===== src/rtl/multimode_ring_counter.sv =====
// Multimode ring counter: one-hot ring or Johnson (twisted ring) sequencing in
// either direction, with synchronous load, illegal-state recovery to HOME and
// registered wrap/err pulses. A single register stage holds count/wrap/err.
module multimode_ring_counter #(
  parameter int WIDTH = 4
) (
  input  logic             clk,
  input  logic             rst,
  input  logic             en,
  input  logic             dir,
  input  logic             mode,
  input  logic             load,
  input  logic [WIDTH-1:0] load_val,
  output logic [WIDTH-1:0] count,
  output logic             wrap,
  output logic             err
);

  localparam logic [WIDTH-1:0] HOME   = {{(WIDTH-1){1'b0}}, 1'b1};
  localparam logic [WIDTH-1:0] TOPBIT = HOME << (WIDTH-1);

  // Exactly one bit set: nonzero and clearing the lowest set bit leaves zero.
  function automatic logic ring_legal(input logic [WIDTH-1:0] v);
    return (v != '0) && ((v & (v - HOME)) == '0);
  endfunction

  // At most one adjacent-bit transition. Bit i of t flags v[i] != v[i+1];
  // the top bit has no upper neighbour, so it is masked off.
  function automatic logic johnson_legal(input logic [WIDTH-1:0] v);
    logic [WIDTH-1:0] t;
    t = (v ^ (v >> 1)) & ~TOPBIT;
    return (t & (t - HOME)) == '0;
  endfunction

  function automatic logic is_legal(input logic [WIDTH-1:0] v, input logic m);
    return m ? johnson_legal(v) : ring_legal(v);
  endfunction

  // Rotate (ring) or twisted rotate (Johnson) by one position.
  function automatic logic [WIDTH-1:0] shift_once(input logic [WIDTH-1:0] v,
                                                  input logic m, input logic d);
    logic [WIDTH-1:0] r;
    if (!d) r = {v[WIDTH-2:0], v[WIDTH-1] ^ m};
    else    r = {v[0] ^ m, v[WIDTH-1:1]};
    return r;
  endfunction

  logic [WIDTH-1:0] count_nxt;
  logic [WIDTH-1:0] shifted;
  logic             wrap_nxt;
  logic             err_nxt;

  // Next state: load has priority over advance; illegal states fall back to HOME.
  always_comb begin
    count_nxt = count;
    wrap_nxt  = 1'b0;
    err_nxt   = 1'b0;
    shifted   = shift_once(count, mode, dir);
    if (load) begin
      if (is_legal(load_val, mode)) begin
        count_nxt = load_val;
      end else begin
        count_nxt = HOME;
        err_nxt   = 1'b1;
      end
    end else if (en) begin
      if (!is_legal(count, mode)) begin
        count_nxt = HOME;
        err_nxt   = 1'b1;
      end else begin
        count_nxt = shifted;
        wrap_nxt  = (shifted == HOME);
      end
    end
  end

  // State register; asynchronous active-low reset forces HOME immediately.
  always_ff @(posedge clk or negedge rst) begin
    if (!rst) begin
      count <= HOME;
      wrap  <= 1'b0;
      err   <= 1'b0;
    end else begin
      count <= count_nxt;
      wrap  <= wrap_nxt;
      err   <= err_nxt;
    end
  end

endmodule


===== config.mk =====
export PLATFORM = sky130hd
export DESIGN_NAME = multimode_ring_counter
export DESIGN_NICKNAME = d
export VERILOG_FILES = /design/src/rtl/multimode_ring_counter.sv
export SDC_FILE = /design/constraint.sdc
export NUM_CORES = 1
export LEC_CHECK = 0
export BUFFER_PORTS_ARGS = -buffer_cell sky130_fd_sc_hd__buf_2
export CAP_MARGIN = 20
export CORE_MARGIN = 1
export CORE_UTILIZATION = 30
export CTS_CLUSTER_DIAMETER = 30
export DETAILED_ROUTE_END_ITERATION = 7
export GPL_TIMING_DRIVEN = 0
export PLACE_DENSITY_LB_ADDON = 0.05
export SKIP_LAST_GASP = 1
export SLEW_MARGIN = 15
export SYNTH_ARGS = -nofsm -noshare
export SYNTH_HDL_FRONTEND = slang
export SYNTH_SLANG_ARGS = --single-unit

===== constraint.sdc =====
create_clock -name clk -period 2.65 [get_ports clk]
set_input_delay 0.265 -clock clk [delete_from_list [all_inputs] [get_ports clk]]
set_output_delay 0.265 -clock clk [all_outputs]
set_load 0.01 [all_outputs]

==> metrics.md, run 1 <==
| Metric | Value |
|---|---|
| Status | `completed` |
| Area leader, netlist | `dfrtp_1` |
| Via Count | `497` |
| Sw power | `165.4 µW` |
| Layout Area Growth over Synthesis | `23.26%` |
| Die area | `0.002154 mm²` |
| Rows | `15` |
| Crit path cell chain | `inv_1, ha_1, maj3_2, nor3b_4, o21ai_2, nor4_2` |
| Internal power | `265.3 µW` |
| Register area share after synthesis | `25.58%` |
| Share of cells above drive strength 1 | `28.05%` |
| Most frequent cells after synthesis | `ha_1, inv_1, nor2_1` |
| Final period util | `74.99%` |
| Cells after Synth | `63` |
| Clock skew | `8.319 ps` |
| Worst Hold Class | `input port to register` |
| Resize count post-CTS | `0` |
| Max incr delay on CP | `600 ps` |
| Final min period | `1987 ps` |
| Critical path class | `register to register` |
| Vias per cell | `4.645` |
| Routing usage on met2 | `22.22%` |
| VDD IR max | `0.0002770 V` |
| Clk buf depth | `2` |
| Setup_tns | `0 ps` |
| Core area | `0.001783 mm²` |
| Yosys top cell area share | `21.14%` |
| Synthesized area | `591.8 µm²` |
| First-pass DRT Iterations | `2` |
| Global-route wire length before repair | `2125 µm` |
| Critical path data required time | `2800 ps` |
| Gr usage total | `14.53%` |
| Clock transition at path regs | `50 ps` |
| Distinct cells, synth | `26` |
| Rel. slew slack | `82.18%` |
| CP Launch Type | `register` |
| Overflow after GRT | `0` |
| WP buf/inv | `1` |
| Die extent in y | `46.42 µm` |
| Synth Warn # | `0` |
| Antenna Nets Post-Route | `0` |
| DRC | `0` |
| Fraction of registers with async set/reset | `100.0%` |
| Root Buffer | `clkbuf_4` |
| IO Port Bufs | `14` |
| Largest net degree at the start of global routing | `8` |
| Final net count | `103` |
| IO Count | `16` |
| Top-count cell post-synth | `ha_1` |
| Post-synth EDFFs | `0` |
| Crit path max fanout | `7` |
| Worst Setup End Kind | `register` |
| CP arrival | `2130 ps` |
| H-tree levels | `1` |
| Final Hold Fails | `0` |
| #FFs+latches synth | `6` |
| CTS buffer count | `3` |
| 1st-iter DRT viols | `7` |
| Syn_area_per_cell | `9.394 µm²` |
| Met3 Use GR | `7.059%` |
| Clk_lat worst skew | `250 ps` |
| Sw Ratio | `38.41%` |
| Power Dens Cells | `590.5 mW/mm²` |
| Combinational Power Share | `46.6%` |
| Slowest CP cell | `dfstp_2` |
| TritonCTS clock tree | `yes` |
| Max Clk Rate | `503.2 MHz` |
| Most Crowded Layer GR | `met2` |
| Max cap viols | `0` |
| Ant. Diodes | `0` |
| Top FF cell, synth | `dfrtp_1` |
| Initial antenna violation count | `0` |
| RSZ-0062 raised after global routing | `no` |
| Fin. max-slew vios | `0` |
| Drt total wl | `1246 µm` |
| Wirelength per Cell | `11.64 µm` |
| Worst slew pin tran | `259.9 ps` |
| CTS Sinks | `6` |
| Grt met1 use | `18.78%` |
| Fin util | `40.91%` |
| P_leak | `0.3733 nW` |
| Top delay family on crit path | `adder cells` |
| Clock network power share | `20.9%` |
| Vias in the first global route | `466` |
| Final setup vio count | `0` |
| Synthesized net count | `83` |
| Sequential share of power | `32.4%` |
| Ranking of synthesized cells by area | `dfrtp_1, ha_1, mux2i_1` |
| GPL Wtd Cong | `0.7413` |
| Initial Util | `33.19%` |
| Width of the die | `46.42 µm` |
[timing repair]
action | in CTS | in global routing
buffers inserted | 0 | 0
hold buffers | 1 | 0
endpoints found under the hold margin | 5 | 0
[logic make-up (layout without fill, tap and decap cells)]
logic type	after synthesis	in the layout	synth area share, %
adders and majority gates	12	12	24.74
muxes	5	5	8.457
DFF	6	6	25.58
buffers and inverters	10	29	6.341
xor gates and xnor gates	2	2	2.960
AOI/OAI and AO/OA	13	13	17.76
and+or+nand+nor	15	15	14.16
[stage by stage]
step / instances / setup slack, ps / area, µm² / hold WS (ps) / total power, mW
global placement: 102 / 633.4 / 693.2 / 90.79 / 0.3433
CTS: 107 / 621.9 / 729.5 / 287.2 / 0.4395
global route: 107 / 502.3 / 729.5 / 279.8 / 0.4813
detailed placement: 102 / 617.4 / 693.2 / 90.57 / 0.3437
floorplan: 63 / 779.1 / 591.8 / -30.59 / 0.2798
finish: 107 / 662.8 / 729.5 / 293.1 / 0.4307
[power by group through the flow]
stage	registers (mW)	clock network (mW)	logic [mW]
CTS	0.141	0.0951	0.204
detailed placement	0.142	0	0.201
finish	0.140	0.0902	0.201
global placement	0.140	0	0.203
global route	0.145	0.106	0.230
floorplan	0.145	0	0.135
[registers in the layout, indices dropped and copies added (netlist names)]
| register | cells |
|---|---|
| count | 4 |
| err | 1 |
| wrap | 1 |
[worst reg2reg max path: stages (launching register included)]
cell and delay [ps]:
dfstp_2 600, inv_1 60, ha_1 300, maj3_2 320, nor3b_4 230, o21ai_2 100, nor4_2 290
[layout make-up]
cell class / instances / area, µm²
Clock buffer: 4 / 26.28
Buffer: 1 / 3.754
Inverter: 9 / 33.78
Sequential cell: 6 / 151.4
Fill cell: 188 / 1054
Tap cell: 25 / 31.28
Multi-Input combinational cell: 47 / 402.9
Timing Repair Buffer: 15 / 80.08
[final timing paths]
path	from	end	slack, ps	depth (start not counted)
min in group asynchronous	rst	wrap	360	2
min reg2reg	count[2]	count[2]	620	2
max reg2reg	count[0]	wrap	660	6
max	count[0]	wrap	660	6
min	en	wrap	290	3
max in group asynchronous	rst	count[0]	2060	2
[placed cells by master (no fill, tap or decap), drive strengths merged, types with 2 or more instances in the layout]
master,instances
buf,14
nand2,4
nor2,7
o21ai,3
clkbuf,5
inv,9
a21boi,2
dfrtp,5
o221ai,3
maj3,2
ha,10
mux2i,5
[metal layers]
layer  up-vias  part of all wire, %
met5         -                    0
met1       220                   48
met4         0                    0
li1        261                    -
met3         0                  4.3
met2        16                   48
Note: power is estimated with default switching activity, not from simulation.
==> run 2, diff against run 1 <==
--- a/config.mk
+++ b/config.mk
@@ -5,6 +5,7 @@
 export SDC_FILE = /design/constraint.sdc
 export NUM_CORES = 1
 export LEC_CHECK = 0
+export ABC_AREA = 1
 export BUFFER_PORTS_ARGS = -buffer_cell sky130_fd_sc_hd__buf_2
 export CAP_MARGIN = 20
 export CORE_MARGIN = 1
==> constraint.sdc (replaced) <==
create_clock -name clk -period 2 [get_ports clk]
set_input_delay 0.2 -clock clk [delete_from_list [all_inputs] [get_ports clk]]
set_output_delay 0.2 -clock clk [all_outputs]
set_load 0.01 [all_outputs]
==> run 2 against run 1 <==
  * Setup slack got worse by 320 ps
  * Routed wire length increased by 6.1%
  * Clock-buffer cell count unchanged
  * Clock power increased by 30%
  * Synthesized area increased by 10%
  * Cell area increased by 9.3%
  * Register-to-register slack got worse by 320 ps
==> metrics.md, run 2 <==
| Metric | Value |
|---|---|
| Status | `completed` |
| Clock transition at path regs | `50 ps (about the same)` |
| Cells after Synth | `95 (+51%)` |
| Crit path cell chain | `inv_1, ha_1, o21ai_0, nand3_1, nand2_2, nand3_1, nand2_1, nand2_1, nand2_1` |
| First-pass DRT Iterations | `1 (-1)` |
| Max Clk Rate | `602.2 MHz (+20%)` |
| Most used cell, CP | `nand2_1` |
| Final Hold Fails | `0 (unchanged)` |
| Register area share after synthesis | `23.22% (-2.4 points)` |
| Root Buffer | `clkbuf_4` |
| Max incr delay on CP | `590 ps (about the same)` |
| H-tree levels | `1 (unchanged)` |
| Antenna Nets Post-Route | `0 (unchanged)` |
| Gr usage total | `12.73% (-1.8 points)` |
| Post-synth EDFFs | `0 (unchanged)` |
| Share of cells above drive strength 1 | `26.09% (-2.0 points)` |
| Worst slew pin tran | `350.8 ps (+90.92 ps)` |
| Clock skew | `8.732 ps (+0.4128 ps)` |
| CP Launch Type | `register` |
| Largest net degree at the start of global routing | `8 (unchanged)` |
| Final min period | `1661 ps (-326.5 ps)` |
| Ranking of synthesized cells by area | `dfrtp_1, ha_1, nand2_1` |
| Final period util | `83.04% (+8.0 points)` |
| Die area | `0.002363 mm² (+9.7%)` |
| Vias in the first global route | `604 (+30%)` |
| Critical path class | `register to register` |
| Top delay family on crit path | `flip-flops` |
| Power Dens Cells | `618.7 mW/mm² (+4.8%)` |
| Commonest non-fill, non-tap cells in the layout | `nand2_1, buf_2, inv_1, nand3_1, ha_1` |
| CTS buffer count | `3 (unchanged)` |
| TritonCTS clock tree | `yes` |
| Half-perimeter wire length after placement | `1123 µm` |
| Wirelength per Cell | `9.310 µm (-20%)` |
| WP buf/inv | `1 (unchanged)` |
| Max cap viols | `0 (unchanged)` |
| Synthesized net count | `115 (+39%)` |
| Drt total wl | `1322 µm (+6.1%)` |
| Setup_tns | `0 ps (unchanged)` |
| Synthesized area | `651.9 µm² (+10%)` |
| RSZ-0062 raised after global routing | `no` |
| Dpl cell area | `760.7 µm² (+9.7%)` |
| Global-route wire length before repair | `2394 µm (+13%)` |
| Finished Cell Area | `797.0 µm² (+9.3%)` |
| Syn_area_per_cell | `6.862 µm² (-27%)` |
| Initial Util | `32.56% (-0.63 points)` |
| Fin. max-slew vios | `0 (unchanged)` |
| Core area | `0.002002 mm² (+12%)` |
| VDD IR max | `0.0003281 V (+18%)` |
| Fraction of registers with async set/reset | `100.0% (unchanged)` |
| CTS Sinks | `6 (unchanged)` |
| DRC | `0 (unchanged)` |
| Top FF cell, synth | `dfrtp_1` |
| Width of the die | `48.62 µm (+4.7%)` |
| Leading cell type in the layout, fill and taps excluded | `nand2_1` |
| Vias per cell | `4.352 (-6.3%)` |
| Largest registers | `count (4), err (1), wrap (1)` |
| Layout Area Growth over Synthesis | `22.26%` |
| Worst Setup End Kind | `register` |
| Pre-CTS setup slack | `327.7 ps (-289.7 ps)` |
| Overflow after GRT | `0 (unchanged)` |
| Initial antenna violation count | `0 (unchanged)` |
| Final net count | `136 (+32%)` |
| Top-count cell post-synth | `nand2_1` |
| Clk_lat worst skew | `240 ps (about the same)` |
| Worst Hold Class | `input port to register` |
| Clk buf depth | `2 (unchanged)` |
| Most frequent cells after synthesis | `nand2_1, inv_1, nand3_1` |
| Number of fill cells | `229 (+22%)` |
| Slowest CP cell | `dfstp_2` |
| Rel. slew slack | `76.52% (-5.7 points)` |
| Via Count | `618 (+24%)` |
| 1st-iter DRT viols | `0 (-7)` |
| Max reg flops | `4 (unchanged)` |
| GPL Wtd Cong | `0.8025 (+8.3%)` |
| IO Port Bufs | `15 (+1)` |
| P_leak | `0.4466 nW (+20%)` |
| #FFs+latches synth | `6 (unchanged)` |
| Crit path max fanout | `6 (-1)` |
| Fin worst setup slack | `339.3 ps (-323.5 ps)` |
| Distinct cells, synth | `21 (-19%)` |
| CP arrival | `1830 ps (-300 ps)` |
| Synth Warn # | `0 (unchanged)` |
| Critical path data required time | `2170 ps (-630 ps)` |
| Yosys top cell area share | `19.19% (-1.9 points)` |
| Resize count post-CTS | `0 (unchanged)` |
| Die extent in y | `48.62 µm (+4.7%)` |
| Ant. Diodes | `0 (unchanged)` |
| Rows | `16 (+1)` |
| IO Count | `16 (unchanged)` |
| Most flops, register | `count` |
| Area leader, netlist | `dfrtp_1` |
| Final setup vio count | `0 (unchanged)` |
[run 2: cell types whose count changed after synthesis, sizes merged, moves of 2 or more]
cell	previous run	this run
o21ai	3	5
a21oi	1	4
nand3	0	13
o221ai	3	0
inv	9	15
nand2	4	32
mux2i	5	0
nor2	7	5
maj3	2	0
a21boi	2	0
[run 2: where the power goes]
group | internal [mW] | switching [mW] | leakage [nW]
clock network | 0.0754 | 0.0414 | 0.0150
registers | 0.141 | 0.0218 | 0.0760
logic | 0.0845 | 0.128 | 0.356
[run 2: final timing paths]
check	startpoint	end	slack (ps)	depth (start not counted)
setup reg to reg	count[0]	count[1]	340	9
hold / removal	en	count[2]	260	3
min in group asynchronous	rst	count[2]	310	2
hold reg to reg	count[0]	count[0]	530	2
max in group asynchronous	rst	count[0]	1470	2
setup / recovery	count[0]	count[1]	340	9
[run 2: layer usage]
| layer | GRT usage, % | up-vias | wire length (µm) |
|---|---|---|---|
| li1 | - | 342 | - |
| met1 | 16.73 | 266 | 714 |
| met2 | 20.14 | 8 | 565 |
| met3 | 1.258 | 2 | 37 |
| met4 | 7.353 | 0 | 5 |
| met5 | 0 | - | 0 |
[run 2: kinds of logic after synthesis]
family          after synthesis  synth area share [%]
flops                         6                 23.23
simple gates                 54                 38.96
xor+xnor                      1                 1.344
compound gates                9                 8.637
buf+inv                      15                 8.637
fa+ha+maj                    10                 19.19
[run 2: layout make-up]
cell class                      count  area (µm²)  share of cell area, %
Inverter                           15       56.30                  7.064
Tap cell                           27       33.78                  4.239
Clock buffer                        4       26.28                  3.297
Timing Repair Buffer               16       85.08                  10.68
Multi-Input combinational cell     74       444.2                  55.73
Sequential cell                     6       151.4                  19.00
[run 2: per-stage QoR]
stage	cells	hold WS (ps)	total power, mW	util [%]
after floorplan	95	-95.59	0.3135	-
after detailed placement	137	28.09	0.3793	38.00
final	142	258.1	0.4931	39.81
after global placement	137	26.74	0.3833	38.00
after global routing	142	266.8	0.5471	39.81
after CTS	142	251.6	0.5049	39.81
[run 2: timing repair]
item	CTS	global route
hold buffers	1	0
setup buffers	0	0
hold endpoints to repair	6	0
[run 2: tightest hold or removal path: cells and delay by family]
family,cells,cell delay [ps]
buffers and inverters,1,100
and+or+nand+nor,2,170
==> run 3, diff against run 2 <==
--- a/config.mk
+++ b/config.mk
@@ -5,7 +5,7 @@
 export SDC_FILE = /design/constraint.sdc
 export NUM_CORES = 1
 export LEC_CHECK = 0
-export ABC_AREA = 1
+export ABC_AREA = 0
 export BUFFER_PORTS_ARGS = -buffer_cell sky130_fd_sc_hd__buf_2
 export CAP_MARGIN = 20
 export CORE_MARGIN = 1
==> constraint.sdc (replaced) <==
create_clock -name clk -period 1.6 [get_ports clk]
set_input_delay 0.16 -clock clk [delete_from_list [all_inputs] [get_ports clk]]
set_output_delay 0.16 -clock clk [all_outputs]
set_load 0.01 [all_outputs]
==> run 3 against run 2 <==
  * The flow now finishes with violations (negative setup slack)
  * Die area fell by 8.8%
  * Clock power rose by 26%
  * Fmax fell by 7.7%
  * Total power rose by 57%
  * Final cell count fell by 22%
  * Clock-buffer cell count did not move
  * Highest routed layer is now met3
==> metrics.md, run 3 (synthesis results as in run 1) <==
| Metric | Value |
|---|---|
| CTS buffer count | `3 (unchanged)` |
| Critical path class | `register to register` |
| Vias in the first global route | `496 (-18%)` |
| Commonest non-fill, non-tap cells in the layout | `buf_2, ha_1, inv_1, nor2_1, mux2i_1` |
| Crit path max fanout | `4 (-2)` |
| Power Dens Cells | `998.6 mW/mm² (+61%)` |
| Fin worst setup slack | `-198.4 ps (-537.7 ps)` |
| Final setup vio count | `6 (+6)` |
| Worst Setup End Kind | `register` |
| Setup slack, reg-to-reg | `-200 ps (-540 ps)` |
| Antenna Nets Post-Route | `0 (unchanged)` |
| Share of cells above drive strength 1 | `36.05% (+10 points)` |
| Root Buffer | `clkbuf_4` |
| Worst reg2reg endpoint | `wrap` |
| Via Count | `528 (-15%)` |
| First-pass DRT Iterations | `5 (+4)` |
| End point of the critical path | `wrap` |
| Max cap viols | `0 (unchanged)` |
| Cells after DPL | `102 (-26%)` |
| Vias per cell | `4.757 (+9.3%)` |
| Gr usage total | `13.73% (+1.0 points)` |
| H-tree levels | `1 (unchanged)` |
| Max reg flops | `4 (unchanged)` |
| DRC | `0 (unchanged)` |
| Final Hold Fails | `0 (unchanged)` |
| Clk buf depth | `2 (unchanged)` |
| Core area | `0.001783 mm² (-11%)` |
| GPL Wtd Cong | `0.7044 (-12%)` |
| Rel. slew slack | `83.44% (+6.9 points)` |
| Number of fill cells | `177 (-23%)` |
| Wirelength per Cell | `11.50 µm (+24%)` |
| Initial antenna violation count | `0 (unchanged)` |
| Initial Util | `33.19% (+0.63 points)` |
| Clock transition at path regs | `50 ps (about the same)` |
| Half-perimeter wire length after placement | `978.9 µm (-13%)` |
| RSZ-0062 raised after global routing | `yes` |
| Rows | `15 (-1)` |
| Failing checks | `negative setup slack` |
| Final min period | `1798 ps (+137.7 ps)` |
| Clk_lat worst skew | `250 ps (about the same)` |
| VDD IR max | `0.0003793 V (+16%)` |
| Worst Hold Class | `input port to register` |
| Die area | `0.002154 mm² (-8.8%)` |
| 1st-iter DRT viols | `13 (+13)` |
| Critical path data required time | `1750 ps (-420 ps)` |
| Overflow after GRT | `0 (unchanged)` |
| Width of the die | `46.42 µm (-4.5%)` |
| Cell count of the worst reg-to-reg path | `6 (-3)` |
| Status | `complete, but fails checks` |
| CP arrival | `1940 ps (+110 ps)` |
| Largest net degree at the start of global routing | `7 (-1)` |
| Final period util | `112.4% (+29 points)` |
| IO Count | `16 (unchanged)` |
| CTS Sinks | `6 (unchanged)` |
| Worst slew pin tran | `241.4 ps (-109.4 ps)` |
| IO Port Bufs | `14 (-1)` |
| Leading cell type in the layout, fill and taps excluded | `buf_2` |
| Drt total wl | `1277 µm (-3.4%)` |
| Reg2reg start | `count[0]` |
| Final non-filler cell total | `111 (-22%)` |
| Fin. max-slew vios | `0 (unchanged)` |
| CP Launch Type | `register` |
| Max Clk Rate | `556.0 MHz (-7.7%)` |
| Global-route wire length before repair | `2014 µm (-16%)` |
| Clock skew | `12.48 ps (+3.752 ps)` |
| Die extent in y | `46.42 µm (-4.5%)` |
| Final net count | `107 (-21%)` |
| TritonCTS clock tree | `yes` |
| Ant. Diodes | `0 (unchanged)` |
| Layout Area Growth over Synthesis | `30.66%` |
| Most flops, register | `count` |
| Largest registers | `count (4), err (1), wrap (1)` |
| P_leak | `0.3901 nW (-13%)` |
| Hold slack | `184.0 ps (-74.09 ps)` |
| CP startpoint | `count[0]` |
[run 3: changes by cell type in the layout (fill, tap and decap cells not counted), sizes merged, moves of 3 or more]
cell    before  now
a21oi        4    1
o221ai       0    3
mux2i        0    5
inv         15    9
buf         15   18
nand3       13    0
nand2       32    4
[run 3: area by class of cell]
class,instances,area [µm²],area share (%)
Multi-Input combinational cell,47,415.4,53.72
Sequential cell,6,152.6,19.74
Buffer,1,3.754,0.4854
Tap cell,25,31.28,4.045
Timing Repair Buffer,19,110.1,14.24
Inverter,9,33.78,4.369
Clock buffer,4,26.28,3.398
[run 3: stage by stage]
stage / total power [mW] / TNS [ps] / instance area [µm²] / setup WS (ps) / utilization [%]
3_5_place_dp: 0.5859 / -1347 / 705.7 / -313.6 / 39.58
3_3_place_gp: 0.5902 / -1464 / 705.7 / -322.3 / 39.58
5_1_grt: 0.8490 / -1194 / 773.2 / -266.8 / 43.37
6_report: 0.7721 / -678.5 / 773.2 / -198.4 / 43.37
2_1_floorplan: 0.4795 / -756.4 / 604.3 / -186.0 / -
4_1_cts: 0.7837 / -675.0 / 773.2 / -188.1 / 43.37
[run 3: timing repair]
item / CTS / global route
gates resized for setup: 2 / 0
setup endpoints to repair: 6 / 6
buffers inserted: 4 / 0
pin swaps: 1 / 0
endpoints found under the hold margin: 6 / 0
hold buffers: 1 / 0
[run 3: how the worst min path moves through the flow]
| stage | from | endpoint | slack [ps] | depth (start not counted) |
|---|---|---|---|---|
| floorplan | rst | count[1] | -140 | 0 |
| global placement | rst | wrap | -10 | 1 |
| detailed placement | rst | wrap | -10 | 1 |
| CTS | en | wrap | 170 | 3 |
| global route | en | wrap | 170 | 3 |
| finish | en | wrap | 180 | 3 |
[run 3: critical path, stage by stage, from the launching register on]
cell and delay (ps):
dfstp_2 540, inv_2 50, ha_4 200, maj3_2 320, nor3b_4 240, o21ai_2 110, nor4_2 240
[run 3: metal layers]
layer / up-vias / track usage (%) / share of wire (%)
li1: 268 / - / -
met1: 239 / 14.82 / 48
met2: 21 / 25.56 / 47
met3: 0 / 5.098 / 5.4
met4: 0 / 1.765 / 0
met5: - / 0 / 0
[run 3: where the power goes]
group / total, mW / leakage, nW / switching [mW] / internal, mW
logic: 0.411 / 0.301 / 0.216 / 0.195
registers: 0.213 / 0.0744 / 0.0231 / 0.190
clock network: 0.148 / 0.0150 / 0.0535 / 0.0943
total: 0.772 / 0.390 / 0.293 / 0.479
